**src/rtl/cordic_angle_feeder.sv**
```systemverilog
// cordic_angle_feeder
//   Front end of the iterative CORDIC sine/cosine core. Phase words arrive over a
//   valid/ready handshake, are folded to quadrant + first-quadrant angle (signed Q2.6 rad)
//   and buffered in a small FIFO. One angle is presented per CORDIC frame. The quadrant
//   of each real request is re-emitted through a delay line so that it lines up with the
//   core's registered sine/cosine result.
//
// Ports
//   clk_i          clock, rising edge
//   rst_ni         asynchronous reset, active low
//   phase_in_i     requested phase, unsigned, full circle = 2^PW
//   phase_valid_i  phase_in_i valid
//   phase_ready_o  FIFO can accept (transfer on valid & ready at the clock edge)
//   angle_o        core angle input, signed Q2.6 radians, range 0..101
//   frame_load_o   high during the cycle the core samples angle_o
//   slot_valid_o   angle_o carries a real request (0 = idle filler frame)
//   quad_out_o     quadrant of the result now at the core output
//   quad_valid_o   one-cycle pulse: core result belongs to a real request
//   fifo_count_o   current FIFO occupancy
module cordic_angle_feeder #(
    parameter int unsigned PW        = 10,
    parameter int unsigned DEPTH     = 4,
    parameter int unsigned FRAME_LEN = 12,
    parameter int unsigned RES_LAT   = 13
) (
    input  logic                     clk_i,
    input  logic                     rst_ni,
    input  logic [PW-1:0]            phase_in_i,
    input  logic                     phase_valid_i,
    output logic                     phase_ready_o,
    output logic [7:0]               angle_o,
    output logic                     frame_load_o,
    output logic                     slot_valid_o,
    output logic [1:0]               quad_out_o,
    output logic                     quad_valid_o,
    output logic [$clog2(DEPTH):0]   fifo_count_o
);

    localparam int unsigned AW = $clog2(DEPTH);
    localparam int unsigned CW = AW + 1;
    localparam int unsigned FW = $clog2(FRAME_LEN);

    // Frame counter
    logic [FW-1:0] fcnt_q, fcnt_d;
    logic          frame_load;
    logic          pop_edge;

    // FIFO
    logic [9:0]    mem_q [DEPTH];
    logic [AW-1:0] wptr_q, wptr_d;
    logic [AW-1:0] rptr_q, rptr_d;
    logic [CW-1:0] count_q, count_d;
    logic          push, pop;
    logic          nonempty;
    logic [9:0]    entry;
    logic [9:0]    head;

    // Fold
    logic [7:0]    off;
    logic [14:0]   prod;
    logic [6:0]    ang;

    // Slot and quadrant delay line
    logic [7:0]    angle_q, angle_d;
    logic          slot_valid_q, slot_valid_d;
    logic [1:0]    cur_quad_q, cur_quad_d;
    logic [2:0]    dly_q [RES_LAT];
    logic [2:0]    dly_d [RES_LAT];

    // ------------------------------------------------------------------
    // Combinational next state
    // ------------------------------------------------------------------
    assign frame_load = (fcnt_q == FW'(FRAME_LEN - 1));
    // The edge that moves fcnt into the frame_load cycle.
    assign pop_edge   = (fcnt_q == FW'(FRAME_LEN - 2));

    assign nonempty   = (count_q != '0);
    assign phase_ready_o = rst_ni && (count_q != CW'(DEPTH));
    assign push       = phase_valid_i && phase_ready_o;
    assign pop        = pop_edge && nonempty;
    assign head       = mem_q[rptr_q];

    // off * pi/8 in 1/64 rad, rounded; max 255*101+128 = 25883 fits 15 bits.
    assign off   = phase_in_i[PW-3 -: 8];
    assign prod  = 15'(off) * 15'd101 + 15'd128;
    assign ang   = 7'(prod >> 8);
    assign entry = {phase_in_i[PW-1:PW-2], 1'b0, ang};

    always_comb begin
        fcnt_d = frame_load ? '0 : fcnt_q + FW'(1);

        wptr_d = push ? wptr_q + AW'(1) : wptr_q;
        rptr_d = pop  ? rptr_q + AW'(1) : rptr_q;

        count_d = count_q;
        unique case ({push, pop})
            2'b10:   count_d = count_q + CW'(1);
            2'b01:   count_d = count_q - CW'(1);
            default: count_d = count_q;
        endcase
    end

    always_comb begin
        angle_d      = angle_q;
        slot_valid_d = slot_valid_q;
        cur_quad_d   = cur_quad_q;
        if (pop_edge) begin
            if (nonempty) begin
                angle_d      = head[7:0];
                slot_valid_d = 1'b1;
                cur_quad_d   = head[9:8];
            end else begin
                angle_d      = '0;
                slot_valid_d = 1'b0;
                cur_quad_d   = '0;
            end
        end
    end

    // Only frame_load cycles inject a token; all others shift in zeros so each
    // real request produces exactly one output pulse.
    always_comb begin
        dly_d[0] = frame_load ? {slot_valid_q, cur_quad_q} : 3'b000;
        for (int i = 1; i < RES_LAT; i++) begin
            dly_d[i] = dly_q[i-1];
        end
    end

    // ------------------------------------------------------------------
    // State
    // ------------------------------------------------------------------
    always_ff @(posedge clk_i or negedge rst_ni) begin
        if (!rst_ni) begin
            fcnt_q       <= '0;
            wptr_q       <= '0;
            rptr_q       <= '0;
            count_q      <= '0;
            angle_q      <= '0;
            slot_valid_q <= 1'b0;
            cur_quad_q   <= '0;
            for (int i = 0; i < RES_LAT; i++) begin
                dly_q[i] <= '0;
            end
        end else begin
            fcnt_q       <= fcnt_d;
            wptr_q       <= wptr_d;
            rptr_q       <= rptr_d;
            count_q      <= count_d;
            angle_q      <= angle_d;
            slot_valid_q <= slot_valid_d;
            cur_quad_q   <= cur_quad_d;
            for (int i = 0; i < RES_LAT; i++) begin
                dly_q[i] <= dly_d[i];
            end
        end
    end

    // Storage needs no reset: occupancy gates every read.
    always_ff @(posedge clk_i) begin
        if (push) begin
            mem_q[wptr_q] <= entry;
        end
    end

    // ------------------------------------------------------------------
    // Outputs
    // ------------------------------------------------------------------
    assign angle_o      = angle_q;
    assign frame_load_o = frame_load;
    assign slot_valid_o = slot_valid_q;
    assign quad_valid_o = dly_q[RES_LAT-1][2];
    assign quad_out_o   = dly_q[RES_LAT-1][1:0];
    assign fifo_count_o = count_q;

endmodule

```
**config.mk**
```make
export PLATFORM = sky130hd
export DESIGN_NAME = cordic_angle_feeder
export DESIGN_NICKNAME = d
export VERILOG_FILES = /design/src/rtl/cordic_angle_feeder.sv
export SDC_FILE = /design/constraint.sdc
export NUM_CORES = 1
export LEC_CHECK = 0
export BUFFER_PORTS_ARGS = -buffer_cell sky130_fd_sc_hd__buf_2
export CORE_ASPECT_RATIO = 1.25
export CORE_UTILIZATION = 25
export CTS_CLUSTER_DIAMETER = 60
export DETAILED_ROUTE_END_ITERATION = 8
export HOLD_SLACK_MARGIN = 0.03
export PLACE_DENSITY = 0.44
export REMOVE_ABC_BUFFERS = 1
export SLEW_MARGIN = 0
export SYNTH_ARGS = -nofsm -noshare
export SYNTH_HDL_FRONTEND = slang
export SYNTH_SLANG_ARGS = --single-unit
```
**constraint.sdc**
```tcl
create_clock -name clk_i -period 2.93 [get_ports clk_i]
set_input_delay 0.7325 -clock clk_i [delete_from_list [all_inputs] [get_ports clk_i]]
set_output_delay 0.7325 -clock clk_i [all_outputs]
set_load 0.005 [all_outputs]
```
==> results.sh <==
export IMPL_outcome="finished, violations left"
export IMPL_violations="setup timing"
export IMPL_pre_cts_ws_ns=-1.26
export IMPL_slew_violations=0
export IMPL_grt_max_degree=61
export IMPL_max_slew_margin_rel=0.505
export IMPL_tns_ns=-12.20
export IMPL_yosys_area_share_simple=0.0397
export IMPL_synthAdderAreaFrac=0.175
export IMPL_numPortBuffers=28
export IMPL_viasPerCell=4.07
export IMPL_arrival_ns=3.60
export IMPL_fin_util=0.326
export IMPL_final_area_um2=5260
export IMPL_r2r_slack_ns=0.75
export IMPL_avgSynthCellArea_um2=15.6
export IMPL_fmax_mhz=283
export IMPL_synth_cell_types=33
export IMPL_criticalPathCategory="input pin to flip-flop"
export IMPL_num_rows=52
export IMPL_worst_pin_slew_ns=0.743
export IMPL_power_mw=4.17
export IMPL_ant_nets=0
export IMPL_n_fill_cell=1635
export IMPL_hold_path_cell_count=0
export IMPL_wire_per_inst_um=13.7
export IMPL_die_h_um=146
export IMPL_dp_cells=530
export IMPL_synth_top_cell_area_share=0.364
export IMPL_root_buffer="clkbuf_16"
export IMPL_io_pins=30
export IMPL_holdBufCountCts=0
export IMPL_worstRegToRegCells=8
export IMPL_final_hold_viol_count=0
export IMPL_cts_buffers=9
export IMPL_via_count=2234
export IMPL_holdPathEnd="dly_d[20]"
export IMPL_n_antenna_cell=0
export IMPL_first_iter_violations=40
export IMPL_synthXorXnorAreaFrac=0.0318
export IMPL_rr_startpoint="fifo_count_o[0]"
export IMPL_fin_ws_ns=-0.603
export IMPL_syn2layout_area_growth_pct=27.5
export IMPL_vdd_drop_max_uv=266
export IMPL_dp_hpwl_um=5260
export IMPL_worstSkewPairLatency_ns=0.34
export IMPL_most_common_layout_cells="60 x dfrtp_1, 40 x ha_1, 36 x edfxtp_1, 27 x buf_4, 26 x buf_2"
export IMPL_clk_pin_slew_ns=0.06
export IMPL_cp_data_required_time_ns=3.00
export IMPL_whs_ns=0.346
export IMPL_gp_congestion=0.740
export IMPL_synth_compound_area_frac=0.0491
export IMPL_r2r_end="fifo_count_o[1]"
export IMPL_synth_seq_area_share=0.626
export IMPL_finalSetupViolCount=28
export IMPL_die_area_um2=17000
export IMPL_nets=395
export IMPL_antenna_found_initial=0
export IMPL_wirelength_um=7510
export IMPL_maxCapViolCount=0
export IMPL_synth_mux_area_frac=0.0491
export IMPL_syn_inst=265
export IMPL_clock_skew_ns=0.00472
export IMPL_drc=0
export IMPL_wl_met2_um=4210
export IMPL_crit_path_max_fanout=4
export IMPL_ys_top_cells_by_area="dfrtp_1 36%, edfxtp_1 26%, ha_1 15%"
export IMPL_power_density_nw_per_um2=792
export IMPL_h_tree_depth=3
export IMPL_layout_commonest_cell="dfrtp_1"
export IMPL_fin_crit_sh=1.21
export IMPL_first_pass_iters=4
export IMPL_ys_ff_latch=96
export IMPL_grt_ovfl_total=0
export IMPL_initial_core_util=0.256
export IMPL_cts_tree="built"
export IMPL_ys_warn_count=0
export IMPL_p_leak_nw=2.39
export IMPL_drive_above_1_share=0.333
export IMPL_route_top_layer_used="met4"
export IMPL_first_global_vias=2430
export IMPL_worstHoldStart="dly_d[23]"
export IMPL_startpoint_type="input pin"
export IMPL_synth_top_family_by_area="adder cells"
export IMPL_wl_met3_um=226
export IMPL_grt_pass1_wl_um=12200
export IMPL_synth_top_area_cell="dfrtp_1"
export IMPL_wl_met1_um=2900
export IMPL_min_period_ns=3.53
export IMPL_instances_no_fill=549
export IMPL_chipWidth_um=117
export IMPL_clock_sinks=96
export IMPL_clk_path_buf_depth=2
export IMPL_holdCritPathClass="flip-flop to flip-flop"
export IMPL_end_kind="flip-flop"
export IMPL_core_area_um2=16100
export IMPL_grt_setup_unrepaired="yes"
export IMPL_synth_area_um2=4130
export IMPL_place_area_um2=4710
export IMPL_grt_usage=0.0972
[routing by layer]
metal  vias to the layer above  global-route usage
li1                       1065                   -
met5                         -                   0
met2                        25               0.175
met4                         0              0.0475
met1                      1129               0.106
met3                        15              0.0208
[layout make-up]
cell class	count	area, um2	area share
inverters	25	93.8	0.0178
flip-flops and latches	96	2580	0.491
well taps	216	270	0.0514
multi-input cells	139	1640	0.311
clock buffers	11	258	0.0490
repair buffers	57	378	0.0719
clock inverters	5	38.8	0.00738
[power breakdown]
part           internal (mW)  leakage, nW  switching (mW)
logic                  0.626         1.13           0.555
registers               1.68         1.12           0.179
clock network          0.640        0.145           0.482
[logic make-up after synthesis]
group,count (synthesis)
multiplexers,9
AND/OR/NAND/NOR,32
adder cells (fa/ha/maj),54
XOR/XNOR,15
flip-flops,96
buffers and inverters,30
AO/OA/AOI/OAI,28
other,1
[what timing repair did]
action | in CTS | in global routing
endpoints found under the setup margin | 28 | 28
pin swaps | 17 | 2
gates resized for setup | 28 | 10
setup buffers | 2 | 1
[synth_stat cells]
library cell	count
a21o_1	2
a21oi_1	5
a22o_1	9
a311oi_2	1
a31oi_1	1
and2_1	2
and3_1	7
buf_2	1
buf_4	1
clkbuf_1	3
conb_1	1
dfrtp_1	60
edfxtp_1	36
fa_1	6
ha_1	48
inv_1	25
mux4_2	9
nand2_1	5
nand2b_1	2
nand3_1	2
nand3b_1	1
nand4_1	1
nor2_1	8
nor2b_1	1
nor3_1	2
o211a_1	1
o21a_1	1
o21ai_0	6
o21bai_1	1
o31ai_1	1
or3_1	1
xnor2_1	8
xor2_1	7
[state kept, by name (all words and copies together) (netlist names), 3 cells and up]
| signal | cells |
|---|---|
| angle_o | 7 |
| dly_d | 36 |
| fcnt_q | 4 |
| fifo_count_o | 3 |
| mem_q | 36 |
[critical path, stage by stage]
cell and delay [ns]:
buf_6 0.10, buf_6 0.11, ha_4 0.27, ha_4 0.20
fa_1 0.57, ha_4 0.21, ha_4 0.26, nand4_1 0.10
o211a_1 0.28, or3_4 0.40, a311oi_4 0.24, xnor2_2 0.12
[worst max-delay path by stage]
stage                     cells after the start     endpoint  slack (ns)     startpoint
after detailed placement                     14  mem_q[3][4]       -1.26  phase_in_i[1]
after floorplan                              12  mem_q[0][6]       -0.95  phase_in_i[1]
after CTS                                    14  mem_q[3][6]       -0.59  phase_in_i[1]
final                                        12  mem_q[3][6]       -0.60  phase_in_i[1]
after global routing                         14  mem_q[3][6]       -0.70  phase_in_i[1]
after global placement                       14  mem_q[0][4]       -1.14  phase_in_i[1]
Power figures use the tool's default switching activity.
